[config.mk]
export PLATFORM = sky130hd
export DESIGN_NAME = instr_encoder_writer
export DESIGN_NICKNAME = d
export VERILOG_FILES = /design/src/rtl/instr_encoder_writer.sv
export SDC_FILE = /design/constraint.sdc
export NUM_CORES = 1
export LEC_CHECK = 0
export BUFFER_PORTS_ARGS = -buffer_cell sky130_fd_sc_hd__buf_4
export CORE_ASPECT_RATIO = 2
export CORE_MARGIN = 2
export CORE_UTILIZATION = 45
export CTS_BUF_LIST = sky130_fd_sc_hd__clkbuf_2 sky130_fd_sc_hd__clkbuf_4 sky130_fd_sc_hd__clkbuf_8
export CTS_CLUSTER_DIAMETER = 60
export DETAILED_ROUTE_END_ITERATION = 10
export PLACE_DENSITY = 0.64
export SYNTH_ARGS = -nofsm -noshare
export SYNTH_HDL_FRONTEND = slang
export SYNTH_SLANG_ARGS = --single-unit
[constraint.sdc]
create_clock -name clk -period 7 [get_ports clk]
set_input_delay 1.05 -clock clk [delete_from_list [all_inputs] [get_ports clk]]
set_output_delay 1.05 -clock clk [all_outputs]
set_load 0.02 [all_outputs]
[src/rtl/instr_encoder_writer.sv]
// rtl/instr_encoder_writer.sv - RV32I field encoder with FIFO-buffered imem loader; optional checksum under ENC_CHECKSUM_EN
module instr_encoder_writer #(
    parameter int ADDR_W     = 10,
    parameter int FIFO_DEPTH = 4,
    parameter int MAX_WORDS  = 256
) (
    input  logic              clk,
    input  logic              rst_n,
    input  logic              start,
    input  logic [ADDR_W-1:0] base_addr,
    input  logic              in_valid,
    output logic              in_ready,
    input  logic              in_last,
    input  logic [2:0]        op_class,
    input  logic [4:0]        alu_ctl,
    input  logic [4:0]        rd,
    input  logic [4:0]        rs1,
    input  logic [4:0]        rs2,
    input  logic [31:0]       imm,
    output logic              imem_we,
    output logic [ADDR_W-1:0] imem_addr,
    output logic [31:0]       imem_wdata,
    input  logic              imem_busy,
`ifdef ENC_CHECKSUM_EN
    output logic [31:0]       checksum,
`endif
    output logic              busy,
    output logic              done,
    output logic              err,
    output logic [ADDR_W-1:0] word_count
);

    localparam int PTR_W = $clog2(FIFO_DEPTH);
    localparam int PW    = PTR_W + 1;
    localparam int CNT_W = $clog2(MAX_WORDS + 1);

    localparam logic [2:0] OP_LOAD   = 3'd0;
    localparam logic [2:0] OP_STORE  = 3'd1;
    localparam logic [2:0] OP_RTYPE  = 3'd2;
    localparam logic [2:0] OP_BRANCH = 3'd3;
    localparam logic [2:0] OP_ITYPE  = 3'd4;
    localparam logic [2:0] OP_JAL    = 3'd5;
    localparam logic [2:0] OP_JALR   = 3'd6;
    localparam logic [2:0] OP_LUI    = 3'd7;

    typedef enum logic [1:0] {S_IDLE, S_LOAD, S_FLUSH, S_DONE} state_t;

    state_t            state_q, state_d;
    logic [PW-1:0]     wr_ptr_q, wr_ptr_d, rd_ptr_q, rd_ptr_d;
    logic [ADDR_W-1:0] addr_q, addr_d;
    logic [ADDR_W-1:0] wc_q, wc_d;
    logic [CNT_W-1:0]  acc_cnt_q, acc_cnt_d;
    logic              err_q, err_d;
    logic [31:0]       fifo_mem_q [FIFO_DEPTH];

    logic        fifo_empty, fifo_full, pop, push, accept, overflow, start_ok;
    logic        alu_ok, enc_legal;
    logic [2:0]  f3;
    logic [6:0]  f7;
    logic [31:0] enc_word, head_word;

    assign fifo_empty = (wr_ptr_q == rd_ptr_q);
    assign fifo_full  = (wr_ptr_q[PTR_W] != rd_ptr_q[PTR_W]) &&
                        (wr_ptr_q[PTR_W-1:0] == rd_ptr_q[PTR_W-1:0]);
    assign head_word  = fifo_mem_q[rd_ptr_q[PTR_W-1:0]];
    assign pop        = !fifo_empty && !imem_busy;
    assign start_ok   = (state_q == S_IDLE) && start;
    assign in_ready   = (state_q == S_LOAD) && !fifo_full;
    assign accept     = in_valid && in_ready;
    assign overflow   = accept && (acc_cnt_q == CNT_W'(MAX_WORDS));
    assign push       = accept && enc_legal && !overflow;

    assign imem_we    = pop;
    assign imem_addr  = addr_q;
    assign imem_wdata = fifo_empty ? 32'h0 : head_word;
    assign busy       = (state_q != S_IDLE);
    assign done       = (state_q == S_DONE);
    assign err        = err_q;
    assign word_count = wc_q;

    // Translate the ALU control code into funct3/funct7, then assemble the word for the op class
    always_comb begin
        alu_ok    = 1'b1;
        f3        = 3'b000;
        f7        = 7'b0000000;
        enc_word  = 32'h0;
        enc_legal = 1'b1;
        case (alu_ctl)
            5'b00000: f3 = 3'b000;
            5'b00001: begin f3 = 3'b000; f7 = 7'b0100000; end
            5'b00100: f3 = 3'b001;
            5'b00101: f3 = 3'b010;
            5'b01000: f3 = 3'b011;
            5'b01010: f3 = 3'b100;
            5'b01110: f3 = 3'b101;
            5'b00111: begin f3 = 3'b101; f7 = 7'b0100000; end
            5'b00011: f3 = 3'b110;
            5'b00010: f3 = 3'b111;
            default:  alu_ok = 1'b0;
        endcase
        case (op_class)
            OP_LOAD:   enc_word = {imm[11:0], rs1, 3'b010, rd, 7'b0000011};
            OP_STORE:  enc_word = {imm[11:5], rs2, rs1, 3'b010, imm[4:0], 7'b0100011};
            OP_RTYPE: begin
                enc_word  = {f7, rs2, rs1, f3, rd, 7'b0110011};
                enc_legal = alu_ok;
            end
            OP_BRANCH: begin
                enc_word  = {imm[12], imm[10:5], rs2, rs1, alu_ctl[2:0], imm[4:1], imm[11], 7'b1100011};
                enc_legal = (alu_ctl[2:1] != 2'b01);
            end
            OP_ITYPE: begin
                // Shifts carry funct7 in the upper immediate bits and a 5-bit shamt below
                if (f3 == 3'b001 || f3 == 3'b101)
                    enc_word = {f7, imm[4:0], rs1, f3, rd, 7'b0010011};
                else
                    enc_word = {imm[11:0], rs1, f3, rd, 7'b0010011};
                enc_legal = alu_ok && (alu_ctl != 5'b00001);
            end
            OP_JAL:    enc_word = {imm[20], imm[10:1], imm[11], imm[19:12], rd, 7'b1101111};
            OP_JALR:   enc_word = {imm[11:0], rs1, 3'b000, rd, 7'b1100111};
            OP_LUI:    enc_word = {imm[31:12], rd, 7'b0110111};
            default:   enc_word = 32'h0;
        endcase
    end

    // Session sequencing, FIFO pointers, address/count advance and sticky error
    always_comb begin
        state_d   = state_q;
        wr_ptr_d  = wr_ptr_q;
        rd_ptr_d  = rd_ptr_q;
        addr_d    = addr_q;
        wc_d      = wc_q;
        acc_cnt_d = acc_cnt_q;
        err_d     = err_q;
        if (push) begin
            wr_ptr_d  = wr_ptr_q + PW'(1);
            acc_cnt_d = acc_cnt_q + CNT_W'(1);
        end
        if (pop) begin
            rd_ptr_d = rd_ptr_q + PW'(1);
            addr_d   = addr_q + ADDR_W'(4);
            wc_d     = wc_q + ADDR_W'(1);
        end
        if (accept && (!enc_legal || overflow))
            err_d = 1'b1;
        case (state_q)
            S_IDLE: begin
                if (start) begin
                    state_d   = S_LOAD;
                    addr_d    = base_addr & ~ADDR_W'(3);
                    wc_d      = '0;
                    acc_cnt_d = '0;
                    err_d     = 1'b0;
                end
            end
            S_LOAD:  if (accept && (in_last || overflow)) state_d = S_FLUSH;
            S_FLUSH: if (fifo_empty) state_d = S_DONE;
            S_DONE:  state_d = S_IDLE;
            default: state_d = S_IDLE;
        endcase
    end

    // Control and datapath registers
    always_ff @(posedge clk or negedge rst_n) begin
        if (!rst_n) begin
            state_q   <= S_IDLE;
            wr_ptr_q  <= '0;
            rd_ptr_q  <= '0;
            addr_q    <= '0;
            wc_q      <= '0;
            acc_cnt_q <= '0;
            err_q     <= 1'b0;
        end else begin
            state_q   <= state_d;
            wr_ptr_q  <= wr_ptr_d;
            rd_ptr_q  <= rd_ptr_d;
            addr_q    <= addr_d;
            wc_q      <= wc_d;
            acc_cnt_q <= acc_cnt_d;
            err_q     <= err_d;
        end
    end

    // Word storage; contents are only observed behind the pointers, so no reset
    always_ff @(posedge clk) begin
        if (push)
            fifo_mem_q[wr_ptr_q[PTR_W-1:0]] <= enc_word;
    end

`ifdef ENC_CHECKSUM_EN
    logic [31:0] checksum_q, checksum_d;

    assign checksum = checksum_q;

    // Running XOR of every word handed to instruction memory this session
    always_comb begin
        checksum_d = checksum_q;
        if (start_ok)
            checksum_d = 32'h0;
        else if (pop)
            checksum_d = checksum_q ^ head_word;
    end

    // Checksum register
    always_ff @(posedge clk or negedge rst_n) begin
        if (!rst_n)
            checksum_q <= 32'h0;
        else
            checksum_q <= checksum_d;
    end
`endif

endmodule

==> impl_metrics.yaml <==
status:
  status: "finished clean"
grt:
  antenna_found_initial: 0
  grt_util_all_layers_pct: 19.8
  grt_pass1_vias: 5237
  overflow: 0
  grt_max_degree: 37
  grt_pass1_wl_um: 26800
timing:
  fin_crit_ps: 3700
  tightest_slew_ps: 1000
  final_max_slew_viol_count: 0
  setup_ws_ps: 3300
  maxSlewHeadroom_pct: 33.3
  rsz0062_at_grt: "no"
  clock_skew_ps: 13.0
  hold_viol: 0
  setup_viol: 0
  fin_crit_sh_pct: 52.8
  tns_ps: 0
  max_freq_ghz: 0.271
power:
  p_seq_share_pct: 34.6
  swShare_pct: 36.5
  p_comb_share_pct: 43.9
  ir_drop_v: 0.000271
  leakage_nw: 3.44
  p_switching_w: 0.00129
  internal_power_w: 0.00224
  fin_total_pwr_w: 0.00353
  pwr-share-clk_pct: 21.5
  power_density_mw_per_mm2: 387
yosys:
  syn_inst: 559
  synth_ff_type: "edfxtp_1"
  netlist_area_mm2: 0.00759
  synth_cell_types: 64
  async_flop_share_pct: 23.1
  yosysTopAreaCell: "edfxtp_1"
  synth_warnings: 0
  synth_top_area_share_pct: 47.5
  synth_edf_count: 120
  ys_seq_area_share_pct: 59.3
  synthTopCellsByArea: "edfxtp_1 47%, dfrtp_1 12%, mux4_2 8.9%"
  syn_avg_cell_area_um2: 13.6
  synth-seq-cells: 156
worst_hold_path:
  whs_path_depth: 1
  min_path_type: "reg -> reg"
placed_design:
  dp_slack_ps: 3430
  place.gp.congestion: 0.778
  dp_hpwl_um: 11500
  io_buffers: 123
  place_area_mm2: 0.00866
finish:
  layout_commonest_cell: "buf_4"
  syn_to_final_growth_pct: 20.1
  layout-drive-gt1-share_pct: 31.9
  fin_area_mm2: 0.00912
  fin_util_pct: 54.7
  final_cell_mix: "130 x buf_4, 120 x edfxtp_1, 43 x nand2_1"
  diodes: 0
  final_nets: 758
cts:
  cts_tree: "done"
  clock_sinks: 156
  clock_latency_ps: 440
  cts-buffers-inserted: 17
  cts_max_level: 4
  cts_root_buffer: "clkbuf_8"
  cts_resized: 0
  postCtsSetupBuffers: 0
  post_cts_hold_buffer_count: 0
  clkTransAtPathRegs_ps: 90
  clockBufferDepth: 2
floorplan:
  std_cell_rows: 67
  io-pin-count: 128
  core-area_mm2: 0.0167
  initial_core_util_pct: 45.5
  die_w_um: 95.8
  dieArea_mm2: 0.0180
  die_h_um: 188
detailed_routing:
  wl_per_cell_um: 18.8
  vias: 5013
  avgViaCountPerCell: 5.61
  initialDrtViolationCount: 270
  ant_nets: 0
  wl_um: 16800
  drtPass1Iterations: 5
  drc_errors: 0
worst_setup_path:
  cp_max_fo: 33
  worstPathRequired_ps: 5950
  r2r-start: "rd_ptr_q[0]"
  end_kind: "primary output"
  rr_worst_depth: 6
  cp-start-kind: "register"
  arrival_ps: 2650
  crit_end: "imem_we"
  crit_start: "rd_ptr_q[0]"
  reg2reg_to: "fifo_mem_q[3][10]"
  rrSetupSlack_ps: 3760
  path_class: "reg -> out"
job:
  drv_cap: 0
## cells in the mapped netlist (12+ instances only)
| library cell | number |
|---|---|
| xor2_1 | 13 |
| nor2_1 | 40 |
| edfxtp_1 | 120 |
| mux4_2 | 30 |
| nor2b_1 | 35 |
| a21oi_1 | 18 |
| nand4_1 | 13 |
| mux2_2 | 12 |
| clkbuf_1 | 16 |
| dfrtp_1 | 36 |
| ha_1 | 14 |
| nand2_1 | 43 |
| o21ai_0 | 28 |
## through the flow
stage               cells  hold slack [ps]
detailed placement    861              529
global route          893              567
floorplan             560              498
finish                893              534
global placement      861              514
CTS                   893              541
## logic make-up after synthesis
family,synth area share [%]
buf+inv,2.85
fa+ha+maj,2.31
compound gates,7.78
simple gates,12.4
flops,59.3
xor+xnor,3.20
mux,12.0
other cells,0.0494
## routing by layer
layer	vias up	GRT usage, %	wire length, um
li1	2325	-	-
met1	2503	22.5	6260
met2	168	35.8	9300
met3	17	4.02	930
met4	0	6.92	270
met5	-	0	0
## power groups by stage
stage	sequential (W)	combinational, W	clock, W
2_1_floorplan	0.00126	0.000993	0
3_3_place_gp	0.00123	0.00155	0
3_5_place_dp	0.00124	0.00157	0
4_1_cts	0.00122	0.00158	0.000780
5_1_grt	0.00123	0.00169	0.000811
6_report	0.00122	0.00155	0.000760
## worst max-delay path: stages, from the launching register on
cell and delay [ps]:
dfrtp_2 350, buf_4 550, xnor2_2 240, a31oi_2 780, buf_4 270
## sequential cells by signal, indices dropped and copies added, names as in the netlist
register    cells
fifo_mem_q    120
imem_addr       8
acc_cnt_q       9
state_q         2
err             1
word_count     10
rd_ptr_q        3
wr_ptr_q        3
## worst min-delay path by stage
stage | from | end
2_1_floorplan | wr_ptr_q[2] | wr_ptr_q[2]
3_3_place_gp | wr_ptr_q[2] | wr_ptr_q[2]
3_5_place_dp | wr_ptr_q[2] | wr_ptr_q[2]
4_1_cts | wr_ptr_q[2] | wr_ptr_q[2]
5_1_grt | rst_n | acc_cnt_q[5]
6_report | wr_ptr_q[2] | wr_ptr_q[2]
## cell type report
type	instances	area, um2
fill	1399	7560
timing repair buffer	130	976
multi-input combinational	357	2870
tap	207	259
clock buffer	18	248
clock inverter	14	214
sequential	156	4510
inverter	11	41.3
Note: power is estimated with default switching activity, not from simulation.
